[src/rtl/opc5_uart.sv]
// OPC5 memory-mapped 8N1 UART with 8-entry TX/RX FIFOs and a programmable bit divisor.
// Define OPC5_UART_IRQ_EN to add the IRQEN register and the irq output.
module opc5_uart_fifo #(
    parameter int unsigned AW = 3
) (
    input  logic       clk,
    input  logic       reset_b,
    input  logic       i_push,
    input  logic       i_pop,
    input  logic [7:0] i_data,
    output logic [7:0] o_data,
    output logic       o_empty,
    output logic       o_full
);
    localparam int unsigned DEPTH = 1 << AW;

    logic [7:0]    r_mem [DEPTH];
    logic [AW-1:0] r_wr;
    logic [AW-1:0] r_rd;
    logic [AW:0]   r_count;
    logic          w_do_push;
    logic          w_do_pop;

    assign o_empty   = (r_count == '0);
    assign o_full    = (r_count == (AW+1)'(DEPTH));
    assign w_do_pop  = i_pop & ~o_empty;
    // A pop on the same edge frees the slot, so a push into a full FIFO still lands.
    assign w_do_push = i_push & (~o_full | w_do_pop);
    assign o_data    = r_mem[r_rd];

    always_ff @(posedge clk) begin
        if (w_do_push) r_mem[r_wr] <= i_data;
    end

    always_ff @(posedge clk or negedge reset_b) begin
        if (!reset_b) begin
            r_wr    <= '0;
            r_rd    <= '0;
            r_count <= '0;
        end else begin
            if (w_do_push) r_wr <= r_wr + 1'b1;
            if (w_do_pop)  r_rd <= r_rd + 1'b1;
            case ({w_do_push, w_do_pop})
                2'b10:   r_count <= r_count + 1'b1;
                2'b01:   r_count <= r_count - 1'b1;
                default: r_count <= r_count;
            endcase
        end
    end
endmodule

module opc5_uart #(
    parameter logic [15:0] CLK_DIV = 16'd434,
    parameter int unsigned FIFO_AW = 3
) (
    input  logic        clk,
    input  logic        reset_b,
    input  logic        cs,
    input  logic [1:0]  addr,
    input  logic        rnw,
    input  logic [15:0] din,
    output logic [15:0] dout,
    input  logic        rxd,
    output logic        txd
`ifdef OPC5_UART_IRQ_EN
    ,
    output logic        irq
`endif
);
    typedef enum logic [1:0] {TX_IDLE, TX_START, TX_DATA, TX_STOP} tx_state_t;
    typedef enum logic [1:0] {RX_IDLE, RX_START, RX_DATA, RX_STOP} rx_state_t;

    logic [15:0] r_div;
    logic        r_overrun;
    logic        r_ferr;
    logic [15:0] w_div_eff;
    logic        w_tx_push, w_rx_pop, w_stat_wr;
    logic [7:0]  w_tx_head, w_rx_head;
    logic        w_tx_empty, w_tx_full, w_rx_empty, w_rx_full;
    logic        w_tx_idle;
    logic [15:0] w_status;

    tx_state_t   r_tx_state, w_tx_state_n;
    logic [15:0] r_tx_cnt, w_tx_cnt_n, r_tx_div, w_tx_div_n;
    logic [2:0]  r_tx_bit, w_tx_bit_n;
    logic [7:0]  r_tx_shift, w_tx_shift_n;
    logic        r_txd, w_txd_n, w_tx_pop, w_tx_load;

    rx_state_t   r_rx_state, w_rx_state_n;
    logic [15:0] r_rx_cnt, w_rx_cnt_n, r_rx_div, w_rx_div_n;
    logic [2:0]  r_rx_bit, w_rx_bit_n;
    logic [7:0]  r_rx_shift, w_rx_shift_n;
    logic        r_rx_s1, r_rx_s2, r_rx_s3;
    logic        w_rx_push, w_set_ferr, w_set_ovr;

    assign w_div_eff = (r_div < 16'd2) ? 16'd2 : r_div;
    assign w_tx_push = cs & ~rnw & (addr == 2'd0);
    assign w_rx_pop  = cs &  rnw & (addr == 2'd0);
    assign w_stat_wr = cs & ~rnw & (addr == 2'd1);
    assign w_tx_idle = (r_tx_state == TX_IDLE) & w_tx_empty;
    assign w_set_ovr = w_rx_push & w_rx_full & ~w_rx_pop;
    assign w_status  = {11'b0, r_ferr, w_tx_idle, r_overrun, ~w_tx_full, ~w_rx_empty};
    assign txd       = r_txd;

    opc5_uart_fifo #(.AW(FIFO_AW)) u_tx_fifo (
        .clk(clk), .reset_b(reset_b), .i_push(w_tx_push), .i_pop(w_tx_pop),
        .i_data(din[7:0]), .o_data(w_tx_head), .o_empty(w_tx_empty), .o_full(w_tx_full)
    );
    opc5_uart_fifo #(.AW(FIFO_AW)) u_rx_fifo (
        .clk(clk), .reset_b(reset_b), .i_push(w_rx_push), .i_pop(w_rx_pop),
        .i_data(r_rx_shift), .o_data(w_rx_head), .o_empty(w_rx_empty), .o_full(w_rx_full)
    );

`ifdef OPC5_UART_IRQ_EN
    logic [1:0] r_irqen;
    logic       r_irq;
    assign irq = r_irq;
    always_ff @(posedge clk or negedge reset_b) begin
        if (!reset_b) begin
            r_irqen <= '0;
            r_irq   <= 1'b0;
        end else begin
            if (cs && !rnw && addr == 2'd3) r_irqen <= din[1:0];
            r_irq <= (r_irqen[0] & ~w_rx_empty) | (r_irqen[1] & w_tx_idle);
        end
    end
`endif

    always_comb begin
        dout = '0;
        if (cs) begin
            case (addr)
                2'd0: dout = w_rx_empty ? 16'd0 : {8'd0, w_rx_head};
                2'd1: dout = w_status;
                2'd2: dout = r_div;
`ifdef OPC5_UART_IRQ_EN
                2'd3: dout = {14'd0, r_irqen};
`endif
                default: dout = '0;
            endcase
        end
    end

    always_ff @(posedge clk or negedge reset_b) begin
        if (!reset_b) begin
            r_div     <= CLK_DIV;
            r_overrun <= 1'b0;
            r_ferr    <= 1'b0;
        end else begin
            if (cs && !rnw && addr == 2'd2) r_div <= din;
            r_overrun <= w_set_ovr  | (r_overrun & ~(w_stat_wr & din[2]));
            r_ferr    <= w_set_ferr | (r_ferr    & ~(w_stat_wr & din[4]));
        end
    end

    always_ff @(posedge clk or negedge reset_b) begin
        if (!reset_b) begin
            r_tx_state <= TX_IDLE;
            r_tx_cnt   <= '0;
            r_tx_div   <= '0;
            r_tx_bit   <= '0;
            r_tx_shift <= '0;
            r_txd      <= 1'b1;
            r_rx_state <= RX_IDLE;
            r_rx_cnt   <= '0;
            r_rx_div   <= '0;
            r_rx_bit   <= '0;
            r_rx_shift <= '0;
            r_rx_s1    <= 1'b1;
            r_rx_s2    <= 1'b1;
            r_rx_s3    <= 1'b1;
        end else begin
            r_tx_state <= w_tx_state_n;
            r_tx_cnt   <= w_tx_cnt_n;
            r_tx_div   <= w_tx_div_n;
            r_tx_bit   <= w_tx_bit_n;
            r_tx_shift <= w_tx_shift_n;
            r_txd      <= w_txd_n;
            r_rx_state <= w_rx_state_n;
            r_rx_cnt   <= w_rx_cnt_n;
            r_rx_div   <= w_rx_div_n;
            r_rx_bit   <= w_rx_bit_n;
            r_rx_shift <= w_rx_shift_n;
            r_rx_s1    <= rxd;
            r_rx_s2    <= r_rx_s1;
            r_rx_s3    <= r_rx_s2;
        end
    end

    always_comb begin
        w_tx_state_n = r_tx_state;
        w_tx_cnt_n   = r_tx_cnt - 16'd1;
        w_tx_div_n   = r_tx_div;
        w_tx_bit_n   = r_tx_bit;
        w_tx_shift_n = r_tx_shift;
        w_txd_n      = r_txd;
        w_tx_pop     = 1'b0;
        w_tx_load    = 1'b0;
        case (r_tx_state)
            TX_IDLE: begin
                w_tx_cnt_n = r_tx_cnt;
                w_tx_load  = ~w_tx_empty;
            end
            TX_START: if (r_tx_cnt == 16'd0) begin
                w_tx_state_n = TX_DATA;
                w_tx_cnt_n   = r_tx_div - 16'd1;
                w_tx_bit_n   = '0;
                w_txd_n      = r_tx_shift[0];
            end
            TX_DATA: if (r_tx_cnt == 16'd0) begin
                w_tx_cnt_n = r_tx_div - 16'd1;
                if (r_tx_bit == 3'd7) begin
                    w_tx_state_n = TX_STOP;
                    w_txd_n      = 1'b1;
                end else begin
                    w_tx_bit_n   = r_tx_bit + 3'd1;
                    w_tx_shift_n = r_tx_shift >> 1;
                    w_txd_n      = r_tx_shift[1];
                end
            end
            TX_STOP: if (r_tx_cnt == 16'd0) begin
                w_tx_state_n = TX_IDLE;
                w_tx_load    = ~w_tx_empty;
            end
            default: w_tx_state_n = TX_IDLE;
        endcase
        // Frame start is shared by IDLE and the end of STOP so back-to-back frames have no gap.
        if (w_tx_load) begin
            w_tx_pop     = 1'b1;
            w_tx_state_n = TX_START;
            w_tx_shift_n = w_tx_head;
            w_tx_div_n   = w_div_eff;
            w_tx_cnt_n   = w_div_eff - 16'd1;
            w_txd_n      = 1'b0;
        end
    end

    always_comb begin
        w_rx_state_n = r_rx_state;
        w_rx_cnt_n   = r_rx_cnt - 16'd1;
        w_rx_div_n   = r_rx_div;
        w_rx_bit_n   = r_rx_bit;
        w_rx_shift_n = r_rx_shift;
        w_rx_push    = 1'b0;
        w_set_ferr   = 1'b0;
        case (r_rx_state)
            RX_IDLE: begin
                w_rx_cnt_n = r_rx_cnt;
                // Edge detect means a line stuck low after a bad stop bit cannot re-arm.
                if (r_rx_s3 && !r_rx_s2) begin
                    w_rx_state_n = RX_START;
                    w_rx_div_n   = w_div_eff;
                    w_rx_cnt_n   = (w_div_eff >> 1) - 16'd1;
                end
            end
            RX_START: if (r_rx_cnt == 16'd0) begin
                w_rx_state_n = r_rx_s2 ? RX_IDLE : RX_DATA;
                w_rx_cnt_n   = r_rx_div - 16'd1;
                w_rx_bit_n   = '0;
            end
            RX_DATA: if (r_rx_cnt == 16'd0) begin
                w_rx_shift_n = {r_rx_s2, r_rx_shift[7:1]};
                w_rx_cnt_n   = r_rx_div - 16'd1;
                w_rx_bit_n   = r_rx_bit + 3'd1;
                if (r_rx_bit == 3'd7) w_rx_state_n = RX_STOP;
            end
            RX_STOP: if (r_rx_cnt == 16'd0) begin
                w_rx_state_n = RX_IDLE;
                w_rx_push    = r_rx_s2;
                w_set_ferr   = ~r_rx_s2;
            end
            default: w_rx_state_n = RX_IDLE;
        endcase
    end
endmodule

[config.mk]
export PLATFORM = sky130hd
export DESIGN_NAME = opc5_uart
export DESIGN_NICKNAME = d
export VERILOG_FILES = /design/src/rtl/opc5_uart.sv
export SDC_FILE = /design/constraint.sdc
export NUM_CORES = 1
export LEC_CHECK = 0
export BUFFER_PORTS_ARGS = -buffer_cell sky130_fd_sc_hd__clkbuf_2
export CAP_MARGIN = 20
export CORE_MARGIN = 4
export CORE_UTILIZATION = 60
export CTS_CLUSTER_SIZE = 10
export DETAILED_ROUTE_END_ITERATION = 8
export HOLD_SLACK_MARGIN = 0.15
export PLACE_DENSITY = 0.78
export SYNTH_ARGS = -nofsm -noshare
export SYNTH_HDL_FRONTEND = slang
export SYNTH_SLANG_ARGS = --single-unit
[constraint.sdc]
create_clock -name clk -period 4.7 [get_ports clk]
set_input_delay 1.41 -clock clk [delete_from_list [all_inputs] [get_ports clk]]
set_output_delay 1.41 -clock clk [all_outputs]
set_load 0.01 [all_outputs]
==> summary.md, run 1 <==
| Metric | Value |
|---|---|
| Status | `complete, no violations` |
| Critical path arrival | `2840 ps` |
| Setup slack, reg-to-reg | `750 ps` |
| Total power | `8640 uW` |
| Reg2Reg Launch Point | `r_div[5]` |
| Initial antenna violation count | `2` |
| Row count | `53` |
| N_diodes | `0` |
| Final Setup Violations | `0` |
| Die Ht | `156 um` |
| Mux cell area share after synthesis | `10.7%` |
| R2R cell count | `10` |
| First-pass GRT wire length | `47,800 um` |
| Post-DP HPWL | `19,900 um` |
| Syn nets | `1,170` |
| Hold Crit Class | `reg -> reg` |
| Setup TNS | `0 ps` |
| Post-synth EDFFs | `128` |
| Antenna Nets Post-Route | `0` |
| Synth unique cells | `82` |
| Worst VDD drop | `476 uV` |
| Max incr delay on CP | `630 ps` |
| HP Start | `r_rx_s1` |
| Die width | `156 um` |
| Post-route clock period utilization | `90.4%` |
| Mapped cell area | `0.0132 mm2` |
| # DRC | `0` |
| Clock skew | `24.0 ps` |
| Mapped Cells | `1,114` |
| Post-CTS Hold Fix Bufs | `0` |
| Clock insertion delay at the later pin of the skew report | `550 ps` |
| Final Net Count | `1,210` |
| Reg-to-Reg End | `r_tx_cnt[15]` |
| Largest net degree at the start of global routing | `73` |
| Max FO, Critical Path | `9` |
| H-tree depth | `1` |
| Final hold vios | `0` |
| Async set-reset flop share out of synthesis | `50.8%` |
| Adder-cell share of the synthesized area | `3.24%` |
| Synth top area share | `29.1%` |
| WP data required | `3290 ps` |
| Pre-antenna DRT Iters | `5` |
| Xor/xnor share of the synthesized area | `5.11%` |
| PortBufs | `39` |
| Crit Path Class | `reg -> out` |
| Yosys reg bits | `260` |
| CTS tree | `done` |
| Most common cell after layout, fill and taps aside | `edfxtp_1` |
| Critical Path Start | `u_rx_fifo.r_rd[0]` |
| Post-Synth Simple-Gate Area | `14.4%` |
| Sequential fraction of the synthesis area | `54.3%` |
| Vias in the first global route | `9,003` |
| Final RePlAce weighted congestion | `0.881` |
| Max cap viols | `0` |
| DR WL/cell | `20.3 um` |
| Total global routing overflow | `0` |
| WHS Endpoint | `r_rx_s2` |
| Compound-Gate Fraction of Synth Area | `9.63%` |
| Primary FF master, synth | `edfxtp_1` |
| Worst setup EP type | `output pin` |
| Final WL | `29,500 um` |
| Initial DRC Count | `751` |
| Full die area | `0.0244 mm2` |
| Fmax | `235 MHz` |
| CTS-repair resized insts | `0` |
| Synth area leaders | `edfxtp_1, dfrtp_1, mux4_2` |
| Slowest cell on crit path | `dfrtp_1` |
| Leakage | `0.00564 uW` |
| Sinks on Clock Net | `260` |
| Layout cells sized above 1 | `18.0%` |
| Main combinational cell family by area after synthesis | `simple AND/OR/NAND/NOR gates` |
| Root buffer selected by CTS | `clkbuf_16` |
| Fin crit period | `4250 ps` |
| Total track usage | `24.4%` |
| Relative slew slack | `38.6%` |
| Crit-path cells | `buf_4 > mux4_2 > mux2_2 > a222oi_1 > nor2_1 > clkbuf_2` |
| Worst setup SP type | `flip-flop` |
| Initial Utilization | `61.8%` |
| Clock Path Buffers | `3` |
| Mapped Avg Cell Area | `11.8 um2` |
| Fin. max-slew vios | `0` |
| Core area | `0.0214 mm2` |
| Worst Hold Depth | `0` |
| Power Dens Cells | `591 mW/mm2` |
| Area Overhead vs Synth | `10.7%` |
| Most frequent cells in the layout | `edfxtp_1, nand2_1, dfrtp_1` |
| Register clock-pin slew on the reported worst setup and hold paths | `50 ps` |
| RSZ-0062 raised after global routing | `no` |
| Warnings from Yosys | `0` |
| Slew @ Worst Pin | `918 ps` |
| Cts bufs inserted | `30` |
| Area leader, netlist | `edfxtp_1` |
| Post CTS Setup Buffer Count | `0` |
| Io pins | `40` |
| Via count of the routed design | `9,031` |
| Vias per inst | `6.22` |
worst max path at each step:
stage / end / slack (ps) / cells after the start
6_report: dout[4] / 450 / 6
5_1_grt: dout[0] / 270 / 8
4_1_cts: dout[4] / 400 / 6
3_5_place_dp: dout[3] / 640 / 6
3_3_place_gp: dout[3] / 650 / 6
2_1_floorplan: dout[3] / 1010 / 5
flip-flops by register name (all words and copies together) (netlist names), 4 cells and up, named ones only:
| name | count |
|---|---|
| r_div | 16 |
| r_tx_div | 16 |
| r_tx_cnt | 16 |
| r_tx_shift | 8 |
| u_rx_fifo.r_mem | 64 |
| r_rx_cnt | 16 |
| u_rx_fifo.r_count | 4 |
| r_rx_shift | 8 |
| r_rx_div | 16 |
| u_tx_fifo.r_count | 4 |
| u_tx_fifo.r_mem | 64 |
where the power goes:
group          internal [uW]  switching (uW)  total, uW  leakage [uW]
Sequential              2840             673       3520       0.00276
Combinational           1390            1640       3030       0.00246
Clock                   1220             861       2080      0.000417
routing by layer:
layer	vias up	share of wire [%]	track usage, %
li1	4200	-	-
met1	4525	43	34.1
met2	258	49	40.8
met3	44	5.4	4.20
met4	4	2.0	5.08
met5	-	0.071	0
kinds of logic (layout without fill, tap and decap cells):
group / after synthesis / count (layout)
AO/OA/AOI/OAI: 189 / 189
XOR/XNOR: 77 / 77
adder cells (fa/ha/maj): 33 / 33
buffers and inverters: 91 / 154
flip-flops: 260 / 260
multiplexers: 95 / 95
AND/OR/NAND/NOR: 369 / 369
synthesized netlist by cell type, drive strengths merged (15+ instances only):
cell type and number:
inv 28, xnor2 43, a21oi 41, a211oi 15
nor4 20, nand2 127, nor3 36, nor2 68
o21ai 43, mux2 44, mux4 32, edfxtp 128
buf 16, xor2 34, dfrtp 123, ha 31
clkbuf 46, mux2i 19
metrics by stage:
stage | utilization, % | worst slack [ps] | hold slack, ps | instances | instance area, um2
after global placement | 64.2 | 646 | 348 | 1396 | 13700
after detailed placement | 64.2 | 640 | 351 | 1396 | 13700
after floorplan | - | 1010 | 345 | 1114 | 13200
after global routing | 68.4 | 267 | 360 | 1452 | 14600
after CTS | 68.3 | 397 | 359 | 1451 | 14600
final | 68.4 | 450 | 357 | 1452 | 14600
worst max-delay path, delay by kind of cell, from the launching register on:
family                 cells  cell delay, ps
AO/OA/AOI/OAI              1             310
buffers and inverters      2             440
flip-flops                 1             630
multiplexers               2             790
AND/OR/NAND/NOR            1             120
area by class of cell:
class	instances	area, um2
sequential	260	7160
fill	1553	6750
multi-input combinational	763	5670
clock buffer	54	861
timing repair buffer	70	442
tap	275	344
inverter	29	109
clock inverter	1	16.3
No activity file was read; power rests on OpenSTA's default activity.
==> run 2, diff against run 1 <==
--- a/config.mk
+++ b/config.mk
@@ -7,7 +7,6 @@
 export LEC_CHECK = 0
 export BUFFER_PORTS_ARGS = -buffer_cell sky130_fd_sc_hd__clkbuf_2
 export CAP_MARGIN = 20
-export CORE_MARGIN = 4
 export CORE_UTILIZATION = 60
 export CTS_CLUSTER_SIZE = 10
 export DETAILED_ROUTE_END_ITERATION = 8
==> constraint.sdc (replaced) <==
create_clock -name clk -period 4 [get_ports clk]
set_input_delay 1.2 -clock clk [delete_from_list [all_inputs] [get_ports clk]]
set_output_delay 1.2 -clock clk [all_outputs]
set_load 0.01 [all_outputs]
==> summary.md, run 2 (synthesis results as in run 1) <==
| Metric | Value |
|---|---|
| Status | `complete, no violations` |
| Slack of the critical path | `135 ps (-315 ps)` |
| CTS-repair resized insts | `0 (unchanged)` |
| Clock skew | `20.7 ps (-3.36 ps)` |
| # DRC | `0 (unchanged)` |
| H-tree depth | `1 (unchanged)` |
| WP data required | `2800 ps (-490 ps)` |
| Clock insertion delay at the later pin of the skew report | `570 ps (+20 ps)` |
| Sw Share | `36.8% (about the same)` |
| Initial DRC Count | `712 (-5.2%)` |
| Full die area | `0.0226 mm2 (-7.5%)` |
| Worst VDD drop | `428 uV (-10%)` |
| Antenna Nets Post-Route | `0 (unchanged)` |
| Final Net Count | `1,219 (+0.74%)` |
| Final hold vios | `0 (unchanged)` |
| Cts bufs inserted | `30 (unchanged)` |
| Via count of the routed design | `9,039 (+0.089%)` |
| Post-DP HPWL | `19,500 um (-1.8%)` |
| Initial Utilization | `62.0% (+0.19 points)` |
| Relative slew slack | `36.3% (-2.2 points)` |
| Max cap viols | `0 (unchanged)` |
| Worst setup EP type | `output pin` |
| Initial antenna violation count | `2 (unchanged)` |
| Layout cells sized above 1 | `18.8% (+0.77 points)` |
| Final Setup Violations | `0 (unchanged)` |
| Fin. max-slew vios | `0 (unchanged)` |
| Post CTS Setup Buffer Count | `0 (unchanged)` |
| Total global routing overflow | `0 (unchanged)` |
| Largest net degree at the start of global routing | `103 (+41%)` |
| Setup TNS | `0 ps (unchanged)` |
| RSZ-0062 raised after global routing | `no` |
| Critical path arrival | `2660 ps (-180 ps)` |
| Core area | `0.0213 mm2 (-0.31%)` |
| Clock power frac | `24.2% (about the same)` |
| Most frequent cells in the layout | `edfxtp_1, nand2_1, dfrtp_1` |
| CTS tree | `done` |
| Final std cell area, no fill | `0.0147 mm2 (+0.60%)` |
| Final RePlAce weighted congestion | `0.874 (-0.85%)` |
| Sinks on Clock Net | `260 (unchanged)` |
| Die Ht | `150 um (-3.8%)` |
| Utilization after layout | `69.0% (+0.62 points)` |
| PortBufs | `39 (unchanged)` |
| Int Pwr | `6420 uW (+18%)` |
| N_diodes | `0 (unchanged)` |
| Leakage | `0.00569 uW (+0.88%)` |
| Hold Crit Class | `reg -> reg` |
| Minimum hold slack | `374 ps (+17.2 ps)` |
| Vias in the first global route | `8,700 (-3.4%)` |
| Fin crit period | `3860 ps` |
| Net Sw Power | `3740 uW (+18%)` |
| Most common cell after layout, fill and taps aside | `edfxtp_1` |
| Io pins | `40 (unchanged)` |
| Worst setup SP type | `flip-flop` |
| Slew @ Worst Pin | `955 ps (+36.6 ps)` |
| Crit Path Class | `reg -> out` |
| Post-CTS Hold Fix Bufs | `0 (unchanged)` |
| Row count | `53 (unchanged)` |
| Root buffer selected by CTS | `clkbuf_16` |
| DR WL/cell | `20.1 um (-1.1%)` |
| Final WL | `29,400 um (-0.47%)` |
| Post-Place Worst Slack | `368 ps (-272 ps)` |
| Area Overhead vs Synth | `11.4%` |
| Register clock-pin slew on the reported worst setup and hold paths | `60 ps (about the same)` |
| Dpl cell area | `0.0138 mm2 (+0.64%)` |
| First-pass GRT wire length | `47,000 um (-1.6%)` |
| Total track usage | `27.1% (+2.7 points)` |
| Vias per inst | `6.18 (-0.60%)` |
| Die width | `150 um (-3.8%)` |
| Max FO, Critical Path | `12 (+3)` |
| Post-route clock period utilization | `96.6%` |
| Clock Path Buffers | `3 (unchanged)` |
| Pre-antenna DRT Iters | `6 (+1)` |
| Sequential group share of total power | `40.4% (-0.3 points)` |
| Combinational share of power | `35.3% (+0.2 points)` |
| Fmax | `259 MHz` |
| Biggest regs | `u_rx_fifo.r_mem (64), u_tx_fifo.r_mem (64)` |
| Power Dens Cells | `692 mW/mm2 (+17%)` |
==> run 2: cell type report <==
type | count | area, um2
tap | 275 | 344
multi-input combinational | 763 | 5680
fill | 1476 | 6600
sequential | 260 | 7160
inverter | 29 | 109
timing repair buffer | 79 | 514
clock inverter | 2 | 35.0
clock buffer | 54 | 851
==> run 2: path summary, 6_finish.rpt <==
check / startpoint / endpoint / slack [ps] / cells past startpoint
min in group asynchronous: reset_b / r_tx_shift[6] / 500 / 1
max reg2reg: r_div[7] / r_tx_cnt[15] / 220 / 10
min: r_rx_s1 / r_rx_s2 / 370 / 0
min reg2reg: r_rx_s1 / r_rx_s2 / 370 / 0
max: u_rx_fifo.r_rd[1] / dout[4] / 140 / 6
max in group asynchronous: reset_b / u_rx_fifo.r_rd[0] / 2620 / 2
==> run 2: routing by layer <==
metal  GRT usage, %  wire length (um)
met1           38.9             12800
met2           43.4             14100
met3           3.91              1920
met4           7.07               590
met5              0                 0
==> run 2: through the flow <==
step	std cells	total power (uW)
after floorplan	1114	6720
after global placement	1406	7580
after detailed placement	1406	7670
after CTS	1462	10200
after global routing	1462	10800
final	1462	10200
==> run 2: power groups by stage <==
stage | logic, uW | clock network [uW] | registers, uW
after floorplan | 2940 | 0 | 3780
after global placement | 3490 | 0 | 4100
after detailed placement | 3550 | 0 | 4130
after CTS | 3590 | 2510 | 4090
after global routing | 3980 | 2610 | 4200
final | 3590 | 2460 | 4110
==> run 2: critical path, cell delays in order, from the launching register on <==
cell and delay [ps]:
dfrtp_1 690, buf_4 270, mux4_2 290, mux2_2 290
a222oi_1 300, nor2_1 120, clkbuf_2 140
